$ cat src/rtl/hack_sdram_pkg.sv
// hack_sdram_pkg -- shared definitions for the Hack <-> SDRAM master bridge.
//   state_t          : bridge FSM states
//   SDRAM_ADDR_W     : byte-address width of the Qsys masters (32)
//   sdram_byte_addr(): word address -> master byte address, modulo 2^32
package hack_sdram_pkg;

   localparam int SDRAM_ADDR_W = 32;

   typedef enum logic [3:0] {
      CLEAR,
      IDLE,
      W_LOAD,
      W_GO,
      W_BUSY,
      W_WAIT,
      R_GO,
      R_BUSY,
      R_WAIT,
      R_POP,
      R_DONE
   } state_t;

   // base + (word_addr << shift); the sum wraps in 32 bits by construction.
   function automatic logic [SDRAM_ADDR_W-1:0] sdram_byte_addr(
      input logic [SDRAM_ADDR_W-1:0] base,
      input logic [SDRAM_ADDR_W-1:0] word_addr,
      input int unsigned             shift
   );
      return base + (word_addr << shift);
   endfunction

endpackage

$ cat src/rtl/hack_sdram_wfifo.sv
// hack_sdram_wfifo -- posted-write FIFO holding {address, data} pairs.
// Ports:
//   CLOCK_50, RESET_N        : clock, async active-low reset
//   push, push_addr/data     : enqueue (ignored when full)
//   pop                      : dequeue head (ignored when empty)
//   head_addr, head_data     : oldest entry
//   full, empty, count       : occupancy status
// DEPTH must be a power of two so the pointers wrap naturally.
module hack_sdram_wfifo #(
   parameter int DEPTH  = 4,
   parameter int ADDR_W = 15,
   parameter int DATA_W = 16
) (
   input  logic                         CLOCK_50,
   input  logic                         RESET_N,
   input  logic                         push,
   input  logic [ADDR_W-1:0]            push_addr,
   input  logic [DATA_W-1:0]            push_data,
   input  logic                         pop,
   output logic [ADDR_W-1:0]            head_addr,
   output logic [DATA_W-1:0]            head_data,
   output logic                         full,
   output logic                         empty,
   output logic [$clog2(DEPTH+1)-1:0]   count
);

   localparam int PTR_W = $clog2(DEPTH);
   localparam int CNT_W = $clog2(DEPTH+1);

   logic [ADDR_W-1:0] addr_mem [DEPTH];
   logic [DATA_W-1:0] data_mem [DEPTH];
   logic [PTR_W-1:0]  wr_ptr, rd_ptr;
   logic              do_push, do_pop;

   assign do_push   = push && !full;
   assign do_pop    = pop && !empty;
   assign full      = (count == CNT_W'(DEPTH));
   assign empty     = (count == '0);
   assign head_addr = addr_mem[rd_ptr];
   assign head_data = data_mem[rd_ptr];

   // NOTE: storage has no reset; only the pointers and count need one, and
   // an unreset array maps onto plain RAM/registers without a reset tree.
   always_ff @(posedge CLOCK_50) begin
      if (do_push) begin
         addr_mem[wr_ptr] <= push_addr;
         data_mem[wr_ptr] <= push_data;
      end
   end

   always_ff @(posedge CLOCK_50 or negedge RESET_N) begin
      if (!RESET_N) begin
         wr_ptr <= '0;
         rd_ptr <= '0;
         count  <= '0;
      end else begin
         if (do_push) wr_ptr <= wr_ptr + 1'b1;
         if (do_pop)  rd_ptr <= rd_ptr + 1'b1;
         // Simultaneous push and pop leave the count unchanged.
         case ({do_push, do_pop})
            2'b10:   count <= count + 1'b1;
            2'b01:   count <= count - 1'b1;
            default: count <= count;
         endcase
      end
   end

endmodule

$ cat src/rtl/hack_sdram_bridge.sv
// hack_sdram_bridge -- Hack memory bus to Qsys SDRAM read/write masters.
// Writes are posted through a FIFO; reads are only accepted once every
// earlier write has reached the master, so a read always sees prior writes.
// Ports:
//   CLOCK_50, RESET_N                 : clock, async active-low reset
//   wr_en/wr_addr/wr_data, wr_full    : CPU posted-write port
//   rd_req/rd_addr, rd_ready          : CPU read request handshake
//   rd_valid, rd_data                 : read completion pulse and held data
//   boot_done                         : boot clear finished
//   write_*/read_* , *_buffer*        : Qsys master control and user buffers
// Build option: define HACK_SDRAM_BOOT_CLEAR_EN to zero words
// 0..CLEAR_WORDS-1 after every reset before reads are accepted.
module hack_sdram_bridge
   import hack_sdram_pkg::*;
#(
   parameter int          DATA_W      = 16,
   parameter int          ADDR_W      = 15,
   parameter logic [31:0] BASE_ADDR   = 32'h0,
   parameter int          FIFO_DEPTH  = 4,
   parameter int          CLEAR_WORDS = 2**ADDR_W
) (
   input  logic                    CLOCK_50,
   input  logic                    RESET_N,
   input  logic                    wr_en,
   input  logic [ADDR_W-1:0]       wr_addr,
   input  logic [DATA_W-1:0]       wr_data,
   output logic                    wr_full,
   input  logic                    rd_req,
   input  logic [ADDR_W-1:0]       rd_addr,
   output logic                    rd_ready,
   output logic                    rd_valid,
   output logic [DATA_W-1:0]       rd_data,
   output logic                    boot_done,
   output logic [SDRAM_ADDR_W-1:0] write_base,
   output logic [SDRAM_ADDR_W-1:0] read_base,
   output logic [SDRAM_ADDR_W-1:0] write_length,
   output logic [SDRAM_ADDR_W-1:0] read_length,
   output logic                    write_go,
   output logic                    read_go,
   input  logic                    write_done,
   input  logic                    read_done,
   output logic                    write_buffer,
   output logic [DATA_W-1:0]       write_buffer_data,
   input  logic                    write_buffer_full,
   output logic                    read_buffer,
   input  logic [DATA_W-1:0]       read_buffer_data,
   input  logic                    read_data_available
);

   localparam int unsigned BYTE_SHIFT = $clog2(DATA_W/8);
   localparam int          CNT_W      = $clog2(FIFO_DEPTH+1);

   state_t              state;
   logic                fifo_push, fifo_pop, fifo_full, fifo_empty;
   logic [CNT_W-1:0]    fifo_count;
   logic [ADDR_W-1:0]   head_addr;
   logic [DATA_W-1:0]   head_data;
   logic                clearing;
   logic [31:0]         load_addr;
   logic [DATA_W-1:0]   load_data;

   assign write_length = SDRAM_ADDR_W'(DATA_W/8);
   assign read_length  = SDRAM_ADDR_W'(DATA_W/8);

   assign wr_full   = fifo_full;
   assign fifo_push = wr_en && !fifo_full;
   assign fifo_pop  = (state == W_LOAD) && !write_buffer_full && !clearing;
   // A write pushed this cycle must be ordered before any read, so a
   // simultaneous read is refused.
   assign rd_ready  = (state == IDLE) && (fifo_count == '0) && boot_done && !fifo_push;

`ifdef HACK_SDRAM_BOOT_CLEAR_EN
   localparam int CLR_W = $clog2(CLEAR_WORDS+1);
   logic [CLR_W-1:0] clr_cnt;
   logic             boot_done_q;

   assign boot_done = boot_done_q;
   assign clearing  = !boot_done_q;
   assign load_addr = clearing ? 32'(clr_cnt) : 32'(head_addr);
   assign load_data = clearing ? '0 : head_data;
`else
   assign boot_done = 1'b1;
   assign clearing  = 1'b0;
   assign load_addr = 32'(head_addr);
   assign load_data = head_data;
`endif

   hack_sdram_wfifo #(
      .DEPTH  (FIFO_DEPTH),
      .ADDR_W (ADDR_W),
      .DATA_W (DATA_W)
   ) u_wfifo (
      .CLOCK_50  (CLOCK_50),
      .RESET_N   (RESET_N),
      .push      (fifo_push),
      .push_addr (wr_addr),
      .push_data (wr_data),
      .pop       (fifo_pop),
      .head_addr (head_addr),
      .head_data (head_data),
      .full      (fifo_full),
      .empty     (fifo_empty),
      .count     (fifo_count)
   );

   always_ff @(posedge CLOCK_50 or negedge RESET_N) begin
      if (!RESET_N) begin
`ifdef HACK_SDRAM_BOOT_CLEAR_EN
         state       <= CLEAR;
         clr_cnt     <= '0;
         boot_done_q <= 1'b0;
`else
         state       <= IDLE;
`endif
         write_go          <= 1'b0;
         read_go           <= 1'b0;
         write_buffer      <= 1'b0;
         read_buffer       <= 1'b0;
         rd_valid          <= 1'b0;
         rd_data           <= '0;
         write_buffer_data <= '0;
         write_base        <= '0;
         read_base         <= '0;
      end else begin
         // NOTE: strobes default low every cycle, so a state that raises one
         // produces a registered pulse exactly one cycle long.
         write_go     <= 1'b0;
         read_go      <= 1'b0;
         write_buffer <= 1'b0;
         read_buffer  <= 1'b0;
         rd_valid     <= 1'b0;

         unique case (state)
            CLEAR: begin
`ifdef HACK_SDRAM_BOOT_CLEAR_EN
               if (clr_cnt == CLR_W'(CLEAR_WORDS)) begin
                  boot_done_q <= 1'b1;
                  state       <= IDLE;
               end else begin
                  state <= W_LOAD;
               end
`else
               state <= IDLE;
`endif
            end
            IDLE: begin
               if (!fifo_empty && write_done) begin
                  state <= W_LOAD;
               end else if (rd_req && rd_ready) begin
                  read_base <= sdram_byte_addr(BASE_ADDR, 32'(rd_addr), BYTE_SHIFT);
                  state     <= R_GO;
               end
            end
            W_LOAD: begin
               if (!write_buffer_full) begin
                  write_buffer      <= 1'b1;
                  write_buffer_data <= load_data;
                  write_base        <= sdram_byte_addr(BASE_ADDR, load_addr, BYTE_SHIFT);
                  state             <= W_GO;
               end
            end
            W_GO: begin
               write_go <= 1'b1;
               state    <= W_BUSY;
            end
            W_BUSY: if (!write_done) state <= W_WAIT;
            W_WAIT: begin
               if (write_done) begin
`ifdef HACK_SDRAM_BOOT_CLEAR_EN
                  if (clearing) begin
                     clr_cnt <= clr_cnt + 1'b1;
                     state   <= CLEAR;
                  end else begin
                     state <= IDLE;
                  end
`else
                  state <= IDLE;
`endif
               end
            end
            R_GO: begin
               read_go <= 1'b1;
               state   <= R_BUSY;
            end
            R_BUSY: if (!read_done) state <= R_WAIT;
            R_WAIT: if (read_data_available) state <= R_POP;
            R_POP: begin
               read_buffer <= 1'b1;
               rd_data     <= read_buffer_data;
               rd_valid    <= 1'b1;
               state       <= R_DONE;
            end
            R_DONE: if (read_done) state <= IDLE;
            default: state <= IDLE;
         endcase
      end
   end

endmodule
$ cat config.mk
export PLATFORM = sky130hd
export DESIGN_NAME = hack_sdram_bridge
export DESIGN_NICKNAME = d
export VERILOG_FILES = /design/src/rtl/hack_sdram_pkg.sv /design/src/rtl/hack_sdram_wfifo.sv /design/src/rtl/hack_sdram_bridge.sv
export SDC_FILE = /design/constraint.sdc
export NUM_CORES = 1
export LEC_CHECK = 0
export CAP_MARGIN = 10
export CORE_MARGIN = 2
export CORE_UTILIZATION = 35
export CTS_CLUSTER_SIZE = 28
export DETAILED_ROUTE_END_ITERATION = 10
export DONT_BUFFER_PORTS = 1
export PLACE_DENSITY_LB_ADDON = 0.1
export SYNTH_ARGS = -nofsm -noshare
export SYNTH_HDL_FRONTEND = slang
export SYNTH_HIERARCHICAL = 1
export SYNTH_SLANG_ARGS = --single-unit
export TNS_END_PERCENT = 30
$ cat constraint.sdc
create_clock -name CLOCK_50 -period 2.4 [get_ports CLOCK_50]
set_input_delay 0.72 -clock CLOCK_50 [delete_from_list [all_inputs] [get_ports CLOCK_50]]
set_output_delay 0.72 -clock CLOCK_50 [all_outputs]
set_load 0.02 [all_outputs]
==> qor.txt <==
status = finished, final reports clean
Final WS setup = 0.01214 ns
Req. time, crit path = 1.68 ns
ANT nets after route = 0
fraction of layout instances using a drive strength above 1 = 0.3124
DRC = 0
sequential element share of the synthesized area = 0.6588
Pint = 8.783 mW
maximum VDD drop = 0.0005261 V
Switching Fraction = 0.3148
port bufs = 0
number of synthesized flops with an enable pin = 124
cts bufs inserted = 24
Syn Area/Cell = 17.72 µm²
final slew viol count = 0
Psw = 4.036 mW
worst-margin pin slew = 0.5814 ns
Fillers = 2195
slack of the worst reg-to-reg path = 0.15 ns
Critical Path Source Type = flop
synth unique cells = 45
R2R Path Start = u_wfifo/count[0]
synth warn = 6
worst-skew pair later-pin latency = 0.53 ns
Final Instance Area = 9734 µm²
Clk pwr share = 0.305
post-synthesis async set-or-reset flop share = 0.3831
total number of vias = 3825
FP Rows = 57
GRT overflow = 0
Synth Instances = 484
HP Class = input pin to asynchronous set/reset pin
cell taking the most area after synthesis = edfxtp_1
Antenna diodes = 0
Layout area overhead = 13.48%
FF+latch count, synth = 201
largest net degree at the start of global routing = 77
Setup-failing EPs final = 0
H-tree depth = 1
core area = 24180 µm²
Total GRT Usage = 0.1245
vias in the first global route = 4127
initial antenna violation count = 0
Slew headroom = 0.6124
Fin Clk Skew = 0.02756 ns
top post-synthesis cells by area = edfxtp_1, dfrtp_1, buf_4, mux4_2, mux2_2
die width = 160.6 µm
Pwr Density = 1317 nW/µm²
Worst Setup EP = rd_ready
Setup CP Type = flop to output pin
Setup Slack @ Placement = 0.1884 ns
Nets = 599
placed cell area = 8728 µm²
Post-synth top flop = edfxtp_1
Clock Tree Buf Depth = 3
CTS Sinks = 201
Final Hold Viols = 0
final period utilization = 0.9949
P_leak = 3.778 nW
Initial DRT Pass Iterations = 4
clock-pin slew of the registers on the worst-case setup and hold paths = 0.05 ns
DR vias/cell = 4.422
num ports = 238
GPL Wtd Cong = 0.7173
First DRT Iteration DRCs = 216
Reg2Reg Depth = 12
WL/cell = 18.78 µm
max-cap viol count = 0
Initial Util = 0.3548
Max Fclk = 418.8 MHz
Comb pwr share = 0.235
crit path DAT = 1.67 ns
Root Buffer = clkbuf_16
first-pass GRT wire length = 24610 µm
Worst Setup SP = u_wfifo/count[0]
WL final = 16250 µm
sequential share of power = 0.461
Synth top area share = 0.4341
Die Area = 25780 µm²
RSZ-0062 raised after global routing = yes
crit path max fanout = 2
TritonCTS clock tree = yes
DP HPWL = 10290 µm
Die Ht = 160.6 µm
RR Endpoint = u_wfifo/count[2]
CP endpoint kind = output pin
min cycle time layout = 2.388 ns
synthesized area = 8578 µm²
[through the flow]
step                      utilization   TNS (ns)  power [mW]  instances  hold slack (ns)
after detailed placement       0.3610          0       8.928        810           0.4261
after floorplan                     -          0       8.161        581           0.4244
after global placement         0.3610          0       8.867        810           0.4264
after CTS                      0.4022  -0.006977       13.06        864          0.02489
after global routing           0.4026    -0.1057       13.54        865          0.01876
final                          0.4026          0       12.82        865          0.05131
[worst max-delay path, stage by stage, from the launching register on]
cell and delay, ns:
dfrtp_2 0.41, nor3b_2 0.20, nor2b_1 0.09, nor4_1 0.16, and2_4 0.19, buf_6 0.11
[how the worst min path moves through the flow]
stage                            end  slack [ns]  depth (start not counted)
after global routing        state[0]        0.02                          0
after floorplan           rd_data[0]        0.42                          0
after global placement    rd_data[0]        0.43                          0
after detailed placement  rd_data[0]        0.43                          0
final                       state[0]        0.05                          0
after CTS                   state[0]        0.02                          0
[final cells by class]
class / count / area, µm² / share of cell area
timing repair buffer: 33 / 391.6 / 0.04023
tap: 324 / 405.4 / 0.04165
multi-input combinational: 257 / 2380 / 0.2445
sequential: 201 / 5658 / 0.5812
inverter: 6 / 22.52 / 0.002314
clock inverter: 14 / 224.0 / 0.02301
clock buffer: 30 / 653.1 / 0.06710
[logic make-up after synthesis]
group / count (synthesis) / synth area share
flip-flops: 201 / 0.6588
buffers and inverters: 123 / 0.1092
multiplexers: 96 / 0.1721
AND/OR/NAND/NOR: 37 / 0.03253
AO/OA/AOI/OAI: 13 / 0.01065
adder cells (fa/ha/maj): 6 / 0.009627
XOR/XNOR: 6 / 0.006127
other: 2 / 0.0008755
[registers in the layout, summed over array words and instances, names as in the netlist]
| name | cells |
|---|---|
| u_wfifo/data_mem | 64 |
| u_wfifo/addr_mem | 60 |
| rd_data | 16 |
| write_buffer_data | 16 |
| read_base | 15 |
| write_base | 15 |
| state | 4 |
| u_wfifo/count | 3 |
| u_wfifo/rd_ptr | 2 |
| u_wfifo/wr_ptr | 2 |
| read_buffer | 1 |
| read_go | 1 |
| write_buffer | 1 |
| write_go | 1 |
[cell usage in the layout, fill, tap and decap left out, drive strengths merged, types with 7 or more instances in the layout]
cell	Yosys	routed
dfrtp	76	76
conb	2	99
edfxtp	124	124
clkinv	0	7
buf	117	33
clkbuf	0	30
mux4	31	31
mux2	63	63
[metal layers]
| layer | part of all wire | routed length, µm | GRT usage | vias to the layer above |
|---|---|---|---|---|
| li1 | - | - | - | 1672 |
| met1 | 0.40 | 6530 | 0.1525 | 1958 |
| met2 | 0.47 | 7658 | 0.2010 | 171 |
| met3 | 0.10 | 1697 | 0.05424 | 24 |
| met4 | 0.022 | 358 | 0.03563 | 0 |
| met5 | 0 | 0 | 0 | - |
[timing repair]
action,CTS,global route
hold buffers,1,0
gates resized for setup,7,1
endpoints found under the setup margin,1,1
setup buffers,9,1
hold endpoints to repair,76,0
pin swaps,2,1
[Yosys cell counts, types with 2 or more instances]
cell	count
mux4_2	28
ha_1	5
buf_4	100
nor2b_1	3
conb_1	2
nor3b_1	2
dfrtp_1	76
and2_1	5
and3_1	2
o211ai_1	2
xor2_1	3
nand2_1	3
mux2_2	37
o31ai_1	2
inv_1	6
mux2i_1	2
edfxtp_1	124
nand2b_1	3
xnor2_1	3
nor2_1	6
buf_12	4
o21ai_0	4
mux2_1	16
mux4_1	3
nor3_1	2
o21ai_1	2
buf_6	3
buf_2	10
mux2_4	10
[power groups by stage]
stage / clock network [mW] / registers (mW) / logic (mW)
floorplan: 0 / 5.78 / 2.38
global placement: 0 / 6.04 / 2.83
detailed placement: 0 / 6.06 / 2.87
CTS: 4.03 / 5.94 / 3.10
global route: 4.18 / 6.04 / 3.32
finish: 3.90 / 5.91 / 3.01
Power figures use the tool's default switching activity.
